File: src/rtl/bus_pkg.sv
// Shared types and helpers for the N-device bus hub and its address decoder.
package bus_pkg;

  typedef enum logic [1:0] {
    IDLE,
    ACTIVE,
    RESP
  } hub_state_t;

  // Read data handed back to the host on an error completion.
  localparam logic [31:0] ERR_RDATA_DEFAULT = 32'hDEADBEEF;

  localparam int BYTE_W = 8;

  // Byte-enable width for a given data width.
  function automatic int mask_w(input int data_w);
    return data_w / BYTE_W;
  endfunction

  // Width of a device index; never narrower than one bit.
  function automatic int idx_w(input int n);
    return (n > 1) ? $clog2(n) : 1;
  endfunction

endpackage

File: src/rtl/bus_hub_n_pl_if.sv
// Host-side and device-side signal bundle of the N-device bus hub.
// The slave modport is the hub's view; the master modport is the
// view of whoever drives the host requests and models the devices.
interface bus_hub_n_pl_if
  import bus_pkg::*;
#(
  parameter int N_DEVICES = 4,
  parameter int ADDR_W    = 32,
  parameter int DATA_W    = 32
);

  localparam int MASK_W = mask_w(DATA_W);

  logic [ADDR_W-1:0]           host_address;
  logic [DATA_W-1:0]           host_data_write;
  logic [MASK_W-1:0]           host_write_mask;
  logic                        host_wen;
  logic                        host_ren;
  logic [DATA_W-1:0]           host_data_read;
  logic                        host_ready;
  logic                        host_error;

  logic [N_DEVICES*ADDR_W-1:0] device_address;
  logic [N_DEVICES*DATA_W-1:0] device_data_write;
  logic [N_DEVICES*MASK_W-1:0] device_write_mask;
  logic [N_DEVICES-1:0]        device_ren;
  logic [N_DEVICES-1:0]        device_wen;
  logic [N_DEVICES-1:0]        device_ready;
  logic [N_DEVICES*DATA_W-1:0] device_data_read;

  modport slave (
    input  host_address, host_data_write, host_write_mask, host_wen, host_ren,
    output host_data_read, host_ready, host_error,
    output device_address, device_data_write, device_write_mask,
    output device_ren, device_wen,
    input  device_ready, device_data_read
  );

  modport master (
    output host_address, host_data_write, host_write_mask, host_wen, host_ren,
    input  host_data_read, host_ready, host_error,
    input  device_address, device_data_write, device_write_mask,
    input  device_ren, device_wen,
    output device_ready, device_data_read
  );

endinterface

File: src/rtl/bus_addr_decoder.sv
// Combinational priority address decoder: device i matches when
// (addr & mask[i]) == base[i]; the lowest matching index wins.
module bus_addr_decoder
  import bus_pkg::*;
#(
  parameter int                          N_DEVICES = 4,
  parameter int                          ADDR_W    = 32,
  parameter logic [N_DEVICES*ADDR_W-1:0] DEV_BASE  = '0,
  parameter logic [N_DEVICES*ADDR_W-1:0] DEV_MASK  = '0
) (
  input  logic [ADDR_W-1:0]           addr,
  output logic [N_DEVICES-1:0]        sel_onehot,
  output logic                        sel_valid,
  output logic [idx_w(N_DEVICES)-1:0] sel_idx
);

  localparam int IDX_W = idx_w(N_DEVICES);

  // First match in ascending index order claims the select.
  always_comb begin
    sel_onehot = '0;
    sel_valid  = 1'b0;
    sel_idx    = '0;
    for (int unsigned i = 0; i < N_DEVICES; i++) begin
      if (!sel_valid &&
          ((addr & DEV_MASK[i*ADDR_W +: ADDR_W]) == DEV_BASE[i*ADDR_W +: ADDR_W])) begin
        sel_valid     = 1'b1;
        sel_onehot[i] = 1'b1;
        sel_idx       = IDX_W'(i);
      end
    end
  end

endmodule

File: src/rtl/bus_hub_n_pl.sv
// N-device bus hub: one host transaction at a time through IDLE/ACTIVE/RESP,
// with internal address decode, per-transaction timeout and error status.
module bus_hub_n_pl
  import bus_pkg::*;
#(
  parameter int                          N_DEVICES      = 4,
  parameter int                          ADDR_W         = 32,
  parameter int                          DATA_W         = 32,
  parameter logic [N_DEVICES*ADDR_W-1:0] DEV_BASE       = '0,
  parameter logic [N_DEVICES*ADDR_W-1:0] DEV_MASK       = '0,
  parameter int unsigned                 TIMEOUT_CYCLES = 255,
  parameter logic [DATA_W-1:0]           ERR_RDATA      = DATA_W'(ERR_RDATA_DEFAULT)
) (
  input  logic               clk,
  input  logic               rst,
  bus_hub_n_pl_if.slave      bus,
  output logic [15:0]        err_count,
  output logic [ADDR_W-1:0]  err_addr
);

  localparam int MASK_W = mask_w(DATA_W);
  localparam int IDX_W  = idx_w(N_DEVICES);
  localparam int TMO_W  = (TIMEOUT_CYCLES < 2) ? 1 : $clog2(TIMEOUT_CYCLES + 1);

  hub_state_t           state_q, state_d;
  logic [ADDR_W-1:0]    addr_q, addr_d;
  logic [DATA_W-1:0]    wdata_q, wdata_d;
  logic [MASK_W-1:0]    mask_q, mask_d;
  logic                 is_write_q, is_write_d;
  logic [N_DEVICES-1:0] sel_oh_q, sel_oh_d;
  logic [IDX_W-1:0]     sel_q, sel_d;
  logic                 err_q, err_d;
  logic [DATA_W-1:0]    resp_data_q, resp_data_d;
  logic [TMO_W-1:0]     tmo_q, tmo_d;
  logic [15:0]          err_count_q, err_count_d;
  logic [ADDR_W-1:0]    err_addr_q, err_addr_d;

  logic [N_DEVICES-1:0] dec_onehot;
  logic                 dec_valid;
  logic [IDX_W-1:0]     dec_idx;
  logic                 ready_sel;
  logic [DATA_W-1:0]    rdata_sel;
  logic [TMO_W-1:0]     tmo_inc;

  bus_addr_decoder #(
    .N_DEVICES (N_DEVICES),
    .ADDR_W    (ADDR_W),
    .DEV_BASE  (DEV_BASE),
    .DEV_MASK  (DEV_MASK)
  ) u_decoder (
    .addr       (bus.host_address),
    .sel_onehot (dec_onehot),
    .sel_valid  (dec_valid),
    .sel_idx    (dec_idx)
  );

  // Ready and read data of the latched target; other devices are ignored.
  always_comb begin
    ready_sel = bus.device_ready[sel_q];
    rdata_sel = bus.device_data_read[int'(sel_q)*DATA_W +: DATA_W];
    tmo_inc   = tmo_q + 1'b1;
  end

  // Next-state, latching and error bookkeeping.
  always_comb begin
    state_d     = state_q;
    addr_d      = addr_q;
    wdata_d     = wdata_q;
    mask_d      = mask_q;
    is_write_d  = is_write_q;
    sel_oh_d    = sel_oh_q;
    sel_d       = sel_q;
    err_d       = err_q;
    resp_data_d = resp_data_q;
    tmo_d       = tmo_q;
    err_count_d = err_count_q;
    err_addr_d  = err_addr_q;

    unique case (state_q)
      IDLE: begin
        tmo_d = '0;
        if (bus.host_wen || bus.host_ren) begin
          addr_d     = bus.host_address;
          wdata_d    = bus.host_data_write;
          mask_d     = bus.host_write_mask;
          is_write_d = bus.host_wen;
          sel_oh_d   = dec_onehot;
          sel_d      = dec_idx;
          if (dec_valid) begin
            err_d   = 1'b0;
            state_d = ACTIVE;
          end else begin
            err_d       = 1'b1;
            resp_data_d = bus.host_wen ? '0 : ERR_RDATA;
            state_d     = RESP;
          end
        end
      end

      ACTIVE: begin
        tmo_d = tmo_inc;
        // Ready is tested first so it wins over a coincident timeout.
        if (ready_sel) begin
          err_d       = 1'b0;
          resp_data_d = is_write_q ? '0 : rdata_sel;
          state_d     = RESP;
        end else if ((TIMEOUT_CYCLES != 0) && (tmo_inc == TMO_W'(TIMEOUT_CYCLES))) begin
          err_d       = 1'b1;
          resp_data_d = is_write_q ? '0 : ERR_RDATA;
          state_d     = RESP;
        end
      end

      RESP: begin
        state_d = IDLE;
        if (err_q) begin
          err_addr_d = addr_q;
          if (err_count_q != 16'hFFFF) err_count_d = err_count_q + 16'd1;
        end
      end

      default: state_d = IDLE;
    endcase
  end

  // State register with synchronous active-low reset.
  always_ff @(posedge clk) begin
    if (!rst) begin
      state_q     <= IDLE;
      addr_q      <= '0;
      wdata_q     <= '0;
      mask_q      <= '0;
      is_write_q  <= 1'b0;
      sel_oh_q    <= '0;
      sel_q       <= '0;
      err_q       <= 1'b0;
      resp_data_q <= '0;
      tmo_q       <= '0;
      err_count_q <= '0;
      err_addr_q  <= '0;
    end else begin
      state_q     <= state_d;
      addr_q      <= addr_d;
      wdata_q     <= wdata_d;
      mask_q      <= mask_d;
      is_write_q  <= is_write_d;
      sel_oh_q    <= sel_oh_d;
      sel_q       <= sel_d;
      err_q       <= err_d;
      resp_data_q <= resp_data_d;
      tmo_q       <= tmo_d;
      err_count_q <= err_count_d;
      err_addr_q  <= err_addr_d;
    end
  end

  // Strobes are live only in ACTIVE; host outputs only in RESP.
  always_comb begin
    bus.device_address    = {N_DEVICES{addr_q}};
    bus.device_data_write = {N_DEVICES{wdata_q}};
    bus.device_write_mask = {N_DEVICES{mask_q}};
    bus.device_ren        = ((state_q == ACTIVE) && !is_write_q) ? sel_oh_q : '0;
    bus.device_wen        = ((state_q == ACTIVE) &&  is_write_q) ? sel_oh_q : '0;
    bus.host_ready        = (state_q == RESP);
    bus.host_error        = (state_q == RESP) && err_q;
    bus.host_data_read    = (state_q == RESP) ? resp_data_q : '0;
    err_count             = err_count_q;
    err_addr              = err_addr_q;
  end

endmodule

File: src/flat_wrapper.sv
// flat-port wrapper written by rule: the top's interface ports become plain ports
module bus_hub_n_pl_flat import bus_pkg::*;
#(
  parameter int                          N_DEVICES      = 4,
  parameter int                          ADDR_W         = 32,
  parameter int                          DATA_W         = 32,
  parameter logic [N_DEVICES*ADDR_W-1:0] DEV_BASE       = '0,
  parameter logic [N_DEVICES*ADDR_W-1:0] DEV_MASK       = '0,
  parameter int unsigned                 TIMEOUT_CYCLES = 255,
  parameter logic [DATA_W-1:0]           ERR_RDATA      = DATA_W'(ERR_RDATA_DEFAULT)
)
  (clk, rst, err_count, err_addr, bus_host_address, bus_host_data_write, bus_host_write_mask, bus_host_wen, bus_host_ren, bus_host_data_read, bus_host_ready, bus_host_error, bus_device_address, bus_device_data_write, bus_device_write_mask, bus_device_ren, bus_device_wen, bus_device_ready, bus_device_data_read);
  bus_hub_n_pl_if #(.N_DEVICES(N_DEVICES), .ADDR_W(ADDR_W), .DATA_W(DATA_W)) bus_i ();
  input  logic clk;
  input  logic rst;
  output logic [15:0] err_count;
  output logic [ADDR_W-1:0] err_addr;
  input wire logic [$bits(bus_i.host_address)-1:0] bus_host_address;
  input wire logic [$bits(bus_i.host_data_write)-1:0] bus_host_data_write;
  input wire logic [$bits(bus_i.host_write_mask)-1:0] bus_host_write_mask;
  input wire logic [$bits(bus_i.host_wen)-1:0] bus_host_wen;
  input wire logic [$bits(bus_i.host_ren)-1:0] bus_host_ren;
  output wire logic [$bits(bus_i.host_data_read)-1:0] bus_host_data_read;
  output wire logic [$bits(bus_i.host_ready)-1:0] bus_host_ready;
  output wire logic [$bits(bus_i.host_error)-1:0] bus_host_error;
  output wire logic [$bits(bus_i.device_address)-1:0] bus_device_address;
  output wire logic [$bits(bus_i.device_data_write)-1:0] bus_device_data_write;
  output wire logic [$bits(bus_i.device_write_mask)-1:0] bus_device_write_mask;
  output wire logic [$bits(bus_i.device_ren)-1:0] bus_device_ren;
  output wire logic [$bits(bus_i.device_wen)-1:0] bus_device_wen;
  input wire logic [$bits(bus_i.device_ready)-1:0] bus_device_ready;
  input wire logic [$bits(bus_i.device_data_read)-1:0] bus_device_data_read;
  assign bus_i.host_address = bus_host_address;
  assign bus_i.host_data_write = bus_host_data_write;
  assign bus_i.host_write_mask = bus_host_write_mask;
  assign bus_i.host_wen = bus_host_wen;
  assign bus_i.host_ren = bus_host_ren;
  assign bus_host_data_read = bus_i.host_data_read;
  assign bus_host_ready = bus_i.host_ready;
  assign bus_host_error = bus_i.host_error;
  assign bus_device_address = bus_i.device_address;
  assign bus_device_data_write = bus_i.device_data_write;
  assign bus_device_write_mask = bus_i.device_write_mask;
  assign bus_device_ren = bus_i.device_ren;
  assign bus_device_wen = bus_i.device_wen;
  assign bus_i.device_ready = bus_device_ready;
  assign bus_i.device_data_read = bus_device_data_read;
  bus_hub_n_pl #(.N_DEVICES(N_DEVICES), .ADDR_W(ADDR_W), .DATA_W(DATA_W), .DEV_BASE(DEV_BASE), .DEV_MASK(DEV_MASK), .TIMEOUT_CYCLES(TIMEOUT_CYCLES), .ERR_RDATA(ERR_RDATA)) u_core (.clk(clk), .rst(rst), .bus(bus_i), .err_count(err_count), .err_addr(err_addr));
endmodule
File: config.mk
export PLATFORM = sky130hd
export DESIGN_NAME = bus_hub_n_pl_flat
export DESIGN_NICKNAME = d
export VERILOG_FILES = /design/src/rtl/bus_pkg.sv /design/src/rtl/bus_hub_n_pl_if.sv /design/src/rtl/bus_addr_decoder.sv /design/src/rtl/bus_hub_n_pl.sv /design/src/flat_wrapper.sv
export SDC_FILE = /design/constraint.sdc
export NUM_CORES = 1
export LEC_CHECK = 0
export BUFFER_PORTS_ARGS = -buffer_cell sky130_fd_sc_hd__buf_2
export CORE_AREA = 3 3 221 223
export CTS_CLUSTER_DIAMETER = 200
export CTS_CLUSTER_SIZE = 40
export DETAILED_ROUTE_END_ITERATION = 10
export DIE_AREA = 0 0 224 226
export SLEW_MARGIN = 20
export SYNTH_ARGS = -nofsm -noshare
export SYNTH_HDL_FRONTEND = slang
export SYNTH_HIERARCHICAL = 1
export SYNTH_SLANG_ARGS = --single-unit
File: constraint.sdc
create_clock -name clk -period 2.4 [get_ports clk]
set_input_delay 0.48 -clock clk [delete_from_list [all_inputs] [get_ports clk]]
set_output_delay 0.48 -clock clk [all_outputs]
set_load 0.01 [all_outputs]
==> flow_summary.json, run 1 <==
{
  "root_buffer": "clkbuf_16",
  "period_needed_ps": 2270,
  "ir_worst_vdd_mv": 0.483,
  "setup_viol_count_final": 0,
  "synth-async-reset-ratio": 0,
  "wl_per_cell_um": 15.0,
  "dr.pass1.iters": 5,
  "nNetsFinal": 1635,
  "core_area_um2": 46800,
  "syn2layout_area_growth_pct": 29.0,
  "status": "complete, no violations",
  "cp.required_ps": 2740,
  "drt-total-wl_mm": 30.7,
  "grt_pass1_wl_mm": 44.2,
  "ant_nets": 0,
  "grt.total_usage": 0.114,
  "setup-tns-final_ps": 0,
  "final_cells": 2048,
  "drc": 0,
  "yosysUniqueCellTypes": 55,
  "drive_above_1_share": 0.470,
  "arrival_ps": 2610,
  "finalMaxSlewViolations": 0,
  "hold_viol_final": 0,
  "ys_seq_elements": 166,
  "worst_setup_path_start_kind": "register",
  "die_x_um": 224,
  "grt_setup_unrepaired": "false",
  "overflow": 0,
  "gp_congestion": 0.827,
  "clk_latency_ps": 470,
  "synthCells": 1092,
  "cts_made_buffers": 17,
  "antenna_found_initial": 2,
  "clockBufferDepth": 2,
  "worstHoldPathType": "primary input to register",
  "numPortBuffers": 565,
  "hpwl_mm": 24.0,
  "crit_chain": "nand3_2 > or3_1 > a2111oi_2 > a211oi_2 > nor3_4 > buf_12 > o22ai_1",
  "powerDensity_nw_per_um2": 656,
  "die-height_um": 226,
  "tightest_slew_ps": 791,
  "start_util": 0.193,
  "fin_hold_ws_ps": 238,
  "cts.sinks": 166,
  "cts_tree": "done",
  "n_antenna_cell": 0,
  "pre_cts_ws_ps": 97.1,
  "htreeDepth": 4,
  "worstSetupPathType": "register to register",
  "slowest_stage": "a2111oi_2",
  "ios": 566,
  "fin_area_um2": 11700,
  "syn_area_per_cell_um2": 8.27,
  "clk_pin_slew_ps": 70,
  "finalCritPeriodShare": 0.944,
  "p_total_mw": 7.65,
  "vias": 8316,
  "slew-limit-headroom": 0.468,
  "num_rows": 79,
  "end_kind": "register",
  "dp_cells": 2016,
  "synth_ff_type": "dfxtp_1",
  "crit_fanout": 32,
  "drtIter0Drc": 413,
  "cp_slowest_stage_delay_ps": 470,
  "grt_max_degree": 72,
  "fin_worst_skew_ps": 7.73,
  "yosysSeqAreaShare": 0.368,
  "dieArea_um2": 50600,
  "worst_slack_ps": 134,
  "yosysWarnings": 6,
  "viasPerCell": 4.06,
  "fin_util": 0.249,
  "maxCapViolations": 0,
  "postCtsSetupBuffers": 0,
  "placed_cell_area_um2": 11100,
  "power_leakage_nw": 5.93,
  "syn_area_um2": 9030,
  "grt_pass1_vias": 7668,
  "synth_edf_count": 0,
  "fmax_ghz": 0.441
}
[cells in the mapped netlist (all sizes together) (2+ instances only)]
| master | instances | area, um^2 |
|---|---|---|
| nand2 | 261 | 980 |
| a21oi | 121 | 606 |
| mux4 | 32 | 721 |
| xnor2 | 6 | 52.6 |
| and2b | 2 | 17.5 |
| a21o | 4 | 30.0 |
| inv | 16 | 60.1 |
| clkinv | 2 | 7.51 |
| nor2b | 2 | 12.5 |
| o21ai | 30 | 150 |
| o211a | 24 | 240 |
| nor3 | 8 | 51.3 |
| ha | 3 | 37.5 |
| mux2i | 2 | 20.0 |
| and2 | 37 | 233 |
| clkbuf | 55 | 216 |
| conb | 2 | 7.51 |
| dfxtp | 166 | 3320 |
| nand3 | 12 | 65.1 |
| buf | 222 | 1660 |
| o22ai | 8 | 50.1 |
| nor2 | 30 | 113 |
| o21a | 3 | 22.5 |
| or3 | 3 | 18.8 |
| nor4 | 2 | 12.5 |
| and3 | 6 | 37.5 |
| xor2 | 8 | 70.1 |
| nand4 | 6 | 43.8 |
[sequential cells by signal (all words and copies together), names as in the netlist, 4 cells and up]
signal,cells
u_core/mask_q,4
u_core/addr_q,32
u_core/err_addr,32
u_core/tmo_q,8
u_core/err_count,16
u_core/wdata_q,32
u_core/sel_oh_q,4
u_core/resp_data_q,32
[layer usage]
layer | global-route usage | share of wire | routed length [um]
met1 | 0.129 | 0.40 | 12200
met3 | 0.0341 | 0.068 | 2080
met2 | 0.206 | 0.52 | 16000
met5 | 0 | 0 | 0
met4 | 0.0361 | 0.014 | 437
[cell type report]
cell class | instances | area [um^2]
clock buffer | 17 | 425
clock inverter | 15 | 168
fill | 5114 | 35100
inverter | 18 | 70.1
multi-input combinational | 636 | 3810
sequential | 166 | 3330
tap | 607 | 759
timing repair buffer | 589 | 3100
[path summary, 6_finish.rpt]
kind                                                       start                                  to  slack, ps  cells after the start
worst max register to register      u_core/tmo_q[6]$_SDFFE_PN0P_  u_core/resp_data_q[4]$_SDFFE_PN0P_        130                      7
worst min register to register  u_core/err_addr[28]$_SDFFE_PN0P_    u_core/err_addr[28]$_SDFFE_PN0P_        450                      2
worst max-delay path                u_core/tmo_q[6]$_SDFFE_PN0P_  u_core/resp_data_q[4]$_SDFFE_PN0P_        130                      7
worst min-delay path                     bus_host_data_write[22]     u_core/wdata_q[22]$_SDFFE_PN0P_        240                      3
[where the power goes]
group	leakage [nW]	internal (mW)	switching, mW
sequential	1.36	2.94	0.209
clock	0.289	1.47	1.31
combinational	4.28	0.759	0.950
total	5.93	5.17	2.47
[cells by family (layout without fill, tap and decap cells)]
logic type | Yosys count | in the layout | share of synthesized area
AND/OR/NAND/NOR | 376 | 376 | 0.181
buffers and inverters | 295 | 639 | 0.215
AO/OA/AOI/OAI | 201 | 201 | 0.134
flip-flops | 166 | 166 | 0.368
multiplexers | 35 | 35 | 0.0832
XOR/XNOR | 14 | 14 | 0.0136
adder cells (fa/ha/maj) | 3 | 3 | 0.00416
other | 2 | 7 | 0.000831
[repair_timing]
action / CTS / global route
endpoints found under the hold margin: 0 / 0
hold buffers: 0 / 0
gates resized for setup: 0 / 4
endpoints found under the setup margin: 0 / 14
[placed cells by master (no fill, tap or decap), types with 2 or more instances in the layout]
cell,count
buf_2,565
nand2_1,261
dfxtp_1,162
a21oi_1,121
and2_1,36
mux4_2,32
o21ai_0,29
nor2_1,28
o211a_1,24
clkbuf_16,17
buf_4,17
inv_1,16
nand3_1,11
xor2_1,8
o22ai_1,8
buf_12,7
nor3_1,7
conb_1,7
and3_1,6
xnor2_1,6
inv_6,5
nand4_1,5
a21o_1,4
dfxtp_2,4
clkinv_4,3
or3_1,3
ha_1,3
inv_8,2
clkinv_8,2
nor2_2,2
and2b_2,2
mux2i_1,2
o21a_1,2
nor4_1,2
[critical path, delay by kind of cell (launching register included)]
| kind | cells | cell delay [ps] |
|---|---|---|
| buffers and inverters | 1 | 210 |
| and+or+nand+nor | 3 | 760 |
| AOI/OAI and AO/OA | 3 | 730 |
| DFF | 1 | 410 |
No activity file was read; power rests on OpenSTA's default activity.
==> run 2, diff against run 1 <==
Settings changed: ABC_AREA set to 1, CORE_AREA 3 3 221 223 to 3 3 218 220, DIE_AREA 0 0 224 226 to 0 0 221 223.
==> run 2 against run 1 <==
  * Sequential share of layout area fell by 2.3 points
  * Fmax rose by 0.42%
  * Clock skew rose by 4.1 ps
  * Setup slack improved by 9.4 ps
  * Synthesized cell count rose by 47%
  * Global-route usage rose by 3.0 points
  * Sequential power rose by 8.3%
  * First-iteration DRC count rose by 6.1%
  * Largest cell class unchanged
  * Largest power group unchanged
==> flow_summary.json, run 2 <==
{
  "finalCritPeriodShare": 0.940,
  "period_needed_ps": 2260,
  "worst_slack_ps": 143,
  "yosysWarnings": 6,
  "yosysTopAreaCellShare": 0.330,
  "drive_above_1_share": 0.338,
  "yosysUniqueCellTypes": 31,
  "ios": 566,
  "critPathTopFamily": "buffers and inverters",
  "hold_viol_final": 0,
  "yosysMostFrequentCell": "nor2_1",
  "dieArea_um2": 49300,
  "min_path_cells": 3,
  "p_int_mw": 5.72,
  "root_buffer": "clkbuf_16",
  "r2r-end": "u_core/resp_data_q[29]$_SDFFE_PN0P_",
  "p_sw_mw": 3.46,
  "synth_edf_count": 0,
  "clk_pin_slew_ps": 70,
  "grt_max_degree": 67,
  "cp_common_cell": "inv_1",
  "clockPowerShare": 0.316,
  "syn_area_um2": 10100,
  "yosysSeqAreaShare": 0.330,
  "start_util": 0.222,
  "power_leakage_nw": 7.00,
  "slew-limit-headroom": 0.266,
  "r2r_cells": 11,
  "finalMaxSlewViolations": 0,
  "htreeDepth": 4,
  "drtIter0Drc": 438,
  "fin_hold_ws_ps": 276,
  "holdPathEnd": "u_core/addr_q[24]$_SDFFE_PN0P_",
  "synth-async-reset-ratio": 0,
  "pre_cts_ws_ps": 319,
  "crit_fanout": 32,
  "powerDensity_nw_per_um2": 726,
  "syn_area_per_cell_um2": 6.29,
  "ant_nets": 0,
  "ys_top_cells_by_area": "dfxtp_1 (33%), buf_4 (16%), nor2_1 (12%)",
  "ys_seq_elements": 166,
  "cp_slowest_stage_delay_ps": 390,
  "dr.pass1.iters": 5,
  "grt_pass1_vias": 9380,
  "ir_worst_vdd_mv": 0.444,
  "num_rows": 78,
  "worstHoldPathType": "primary input to register",
  "vias": 10400,
  "seq_power_share": 0.372,
  "status": "complete, no violations",
  "clockBufferDepth": 2,
  "synth_ff_type": "dfxtp_1",
  "viasPerCell": 4.12,
  "postCtsSetupBuffers": 0,
  "combPwrFrac": 0.312,
  "n_antenna_cell": 0,
  "fmax_ghz": 0.443,
  "syn2layout_area_growth_pct": 25.6,
  "grt_setup_unrepaired": "false",
  "layout_commonest_cell": "buf_2",
  "arrival_ps": 1780,
  "worstSetupPathType": "register to primary output",
  "cts_made_buffers": 17,
  "overflow": 0,
  "setup-tns-final_ps": 0,
  "cts_tree": "done",
  "min_from": "bus_host_address[24]",
  "hpwl_mm": 29.3,
  "grt_pass1_wl_mm": 55.2,
  "drc": 0,
  "critPathBufInv": 5,
  "nNetsFinal": 2130,
  "die-height_um": 223,
  "crit_chain": "buf_6 > inv_1 > nor2_4 > inv_1 > buf_12 > nor2_1 > buf_2",
  "core_area_um2": 45500,
  "numPortBuffers": 565,
  "setup_viol_count_final": 0,
  "wl_per_cell_um": 14.8,
  "tightest_slew_ps": 1100,
  "rr_startpoint": "u_core/tmo_q[1]$_SDFFE_PN0P_",
  "antenna_found_initial": 2,
  "p_sw_frac": 0.377,
  "r2r_slack_ps": 340,
  "multiInputGateArea_um2": 4130,
  "cp.required_ps": 1920,
  "synthCells": 1602,
  "end_kind": "primary output",
  "fin_worst_skew_ps": 11.8,
  "clk_latency_ps": 450,
  "hold_buffers": 0,
  "maxCapViolations": 0,
  "die_x_um": 221,
  "gp_congestion": 0.836,
  "fillCellCount": 5204,
  "final_cell_mix": "buf_2 (564), nor2_1 (318), nand2_1 (316)",
  "slowest_stage": "dfxtp_2",
  "grt.total_usage": 0.144,
  "yosys-top-cells-count": "nor2_1 (320), nand2_1 (317), buf_4 (212)",
  "worst_setup_path_start_kind": "register",
  "cts.sinks": 166,
  "seq_area_um2": 3330,
  "synth_largest_area_cell": "dfxtp_1",
  "drt-total-wl_mm": 37.6
}
-- run 2: cell count changes after synthesis, sizes merged, moves of 5 or more --
| cell | previous run | this run |
|---|---|---|
| inv | 16 | 195 |
| o211a | 24 | 0 |
| a21oi | 121 | 60 |
| o21ai | 30 | 98 |
| xor2 | 8 | 2 |
| clkbuf | 55 | 60 |
| nand2 | 261 | 318 |
| nor2 | 30 | 324 |
| and2 | 37 | 0 |
| nand4 | 6 | 39 |
| nand3 | 12 | 69 |
| and3 | 6 | 1 |
| mux4 | 32 | 0 |
| buf | 222 | 235 |
-- run 2: kinds of logic after synthesis --
logic type                 after synthesis  share of synthesized area
other                                    2                   0.000745
AOI/OAI and AO/OA                      170                     0.0863
xor gates and xnor gates                 4                    0.00348
DFF                                    166                      0.330
adders and majority gates                3                    0.00373
buffers and inverters                  492                      0.265
and+or+nand+nor                        765                      0.311
-- run 2: routing by layer --
metal,share of wire,vias to the layer above,track usage
li1,-,5332,-
met1,0.39,4623,0.156
met2,0.52,442,0.275
met3,0.068,33,0.0317
met4,0.023,2,0.0519
met5,0.00019,-,0
-- run 2: cell type report --
type                       count  area share
sequential                   166       0.263
clock inverter                14      0.0141
clock buffer                  17      0.0336
timing repair buffer         591       0.245
inverter                     197      0.0584
tap                          600      0.0593
multi-input combinational    950       0.326
-- run 2: worst reg2reg max path, cell delays in order (launching register included) --
cell and delay (ps):
dfxtp_1 400, ha_1 250, nand3_1 140, o21bai_1 190
nand2_1 70, nor2_1 110, nand2_1 90, nand2_4 90
nand3_4 330, nand2_1 200, inv_2 40, nor2_1 100
-- run 2: stage by stage --
stage | area, um^2 | instances | total power, mW | utilization
global placement | 12000 | 2503 | 6.37 | 0.264
floorplan | 10100 | 1607 | 5.61 | -
finish | 12700 | 2535 | 9.18 | 0.278
CTS | 12600 | 2534 | 9.35 | 0.278
global route | 12700 | 2535 | 9.78 | 0.278
detailed placement | 12000 | 2503 | 6.38 | 0.264
-- run 2: power by group through the flow --
stage          sequential [mW]  combinational [mW]  clock (mW)
3_3_place_gp              3.48                2.89           0
2_1_floorplan             3.41                2.21           0
3_5_place_dp              3.49                2.89           0
6_report                  3.41                2.87        2.90
5_1_grt                   3.47                3.19        3.12
4_1_cts                   3.43                2.90        3.02
-- run 2: worst max-delay path by stage --
stage / from / end / slack, ps / cells after the start
floorplan: u_core/state_q[0]$_SDFFE_PN0P_ / bus_device_ren[0] / 590 / 7
global placement: bus_host_wen / u_core/resp_data_q[29]$_SDFFE_PN0P_ / 350 / 8
detailed placement: u_core/tmo_q[1]$_SDFFE_PN0P_ / u_core/resp_data_q[29]$_SDFFE_PN0P_ / 320 / 11
CTS: u_core/state_q[1]$_SDFFE_PN0P_ / bus_host_data_read[22] / 10 / 7
global route: u_core/state_q[1]$_SDFFE_PN0P_ / bus_host_data_read[22] / 20 / 7
finish: u_core/state_q[1]$_SDFFE_PN0P_ / bus_host_data_read[22] / 140 / 7
-- run 2: timing repair --
item                                   in CTS  in global routing
resized for setup                           4                  3
pin swaps                                   0                  1
cloned                                      0                  1
setup endpoints to repair                   6                 32
endpoints found under the hold margin       0                  0
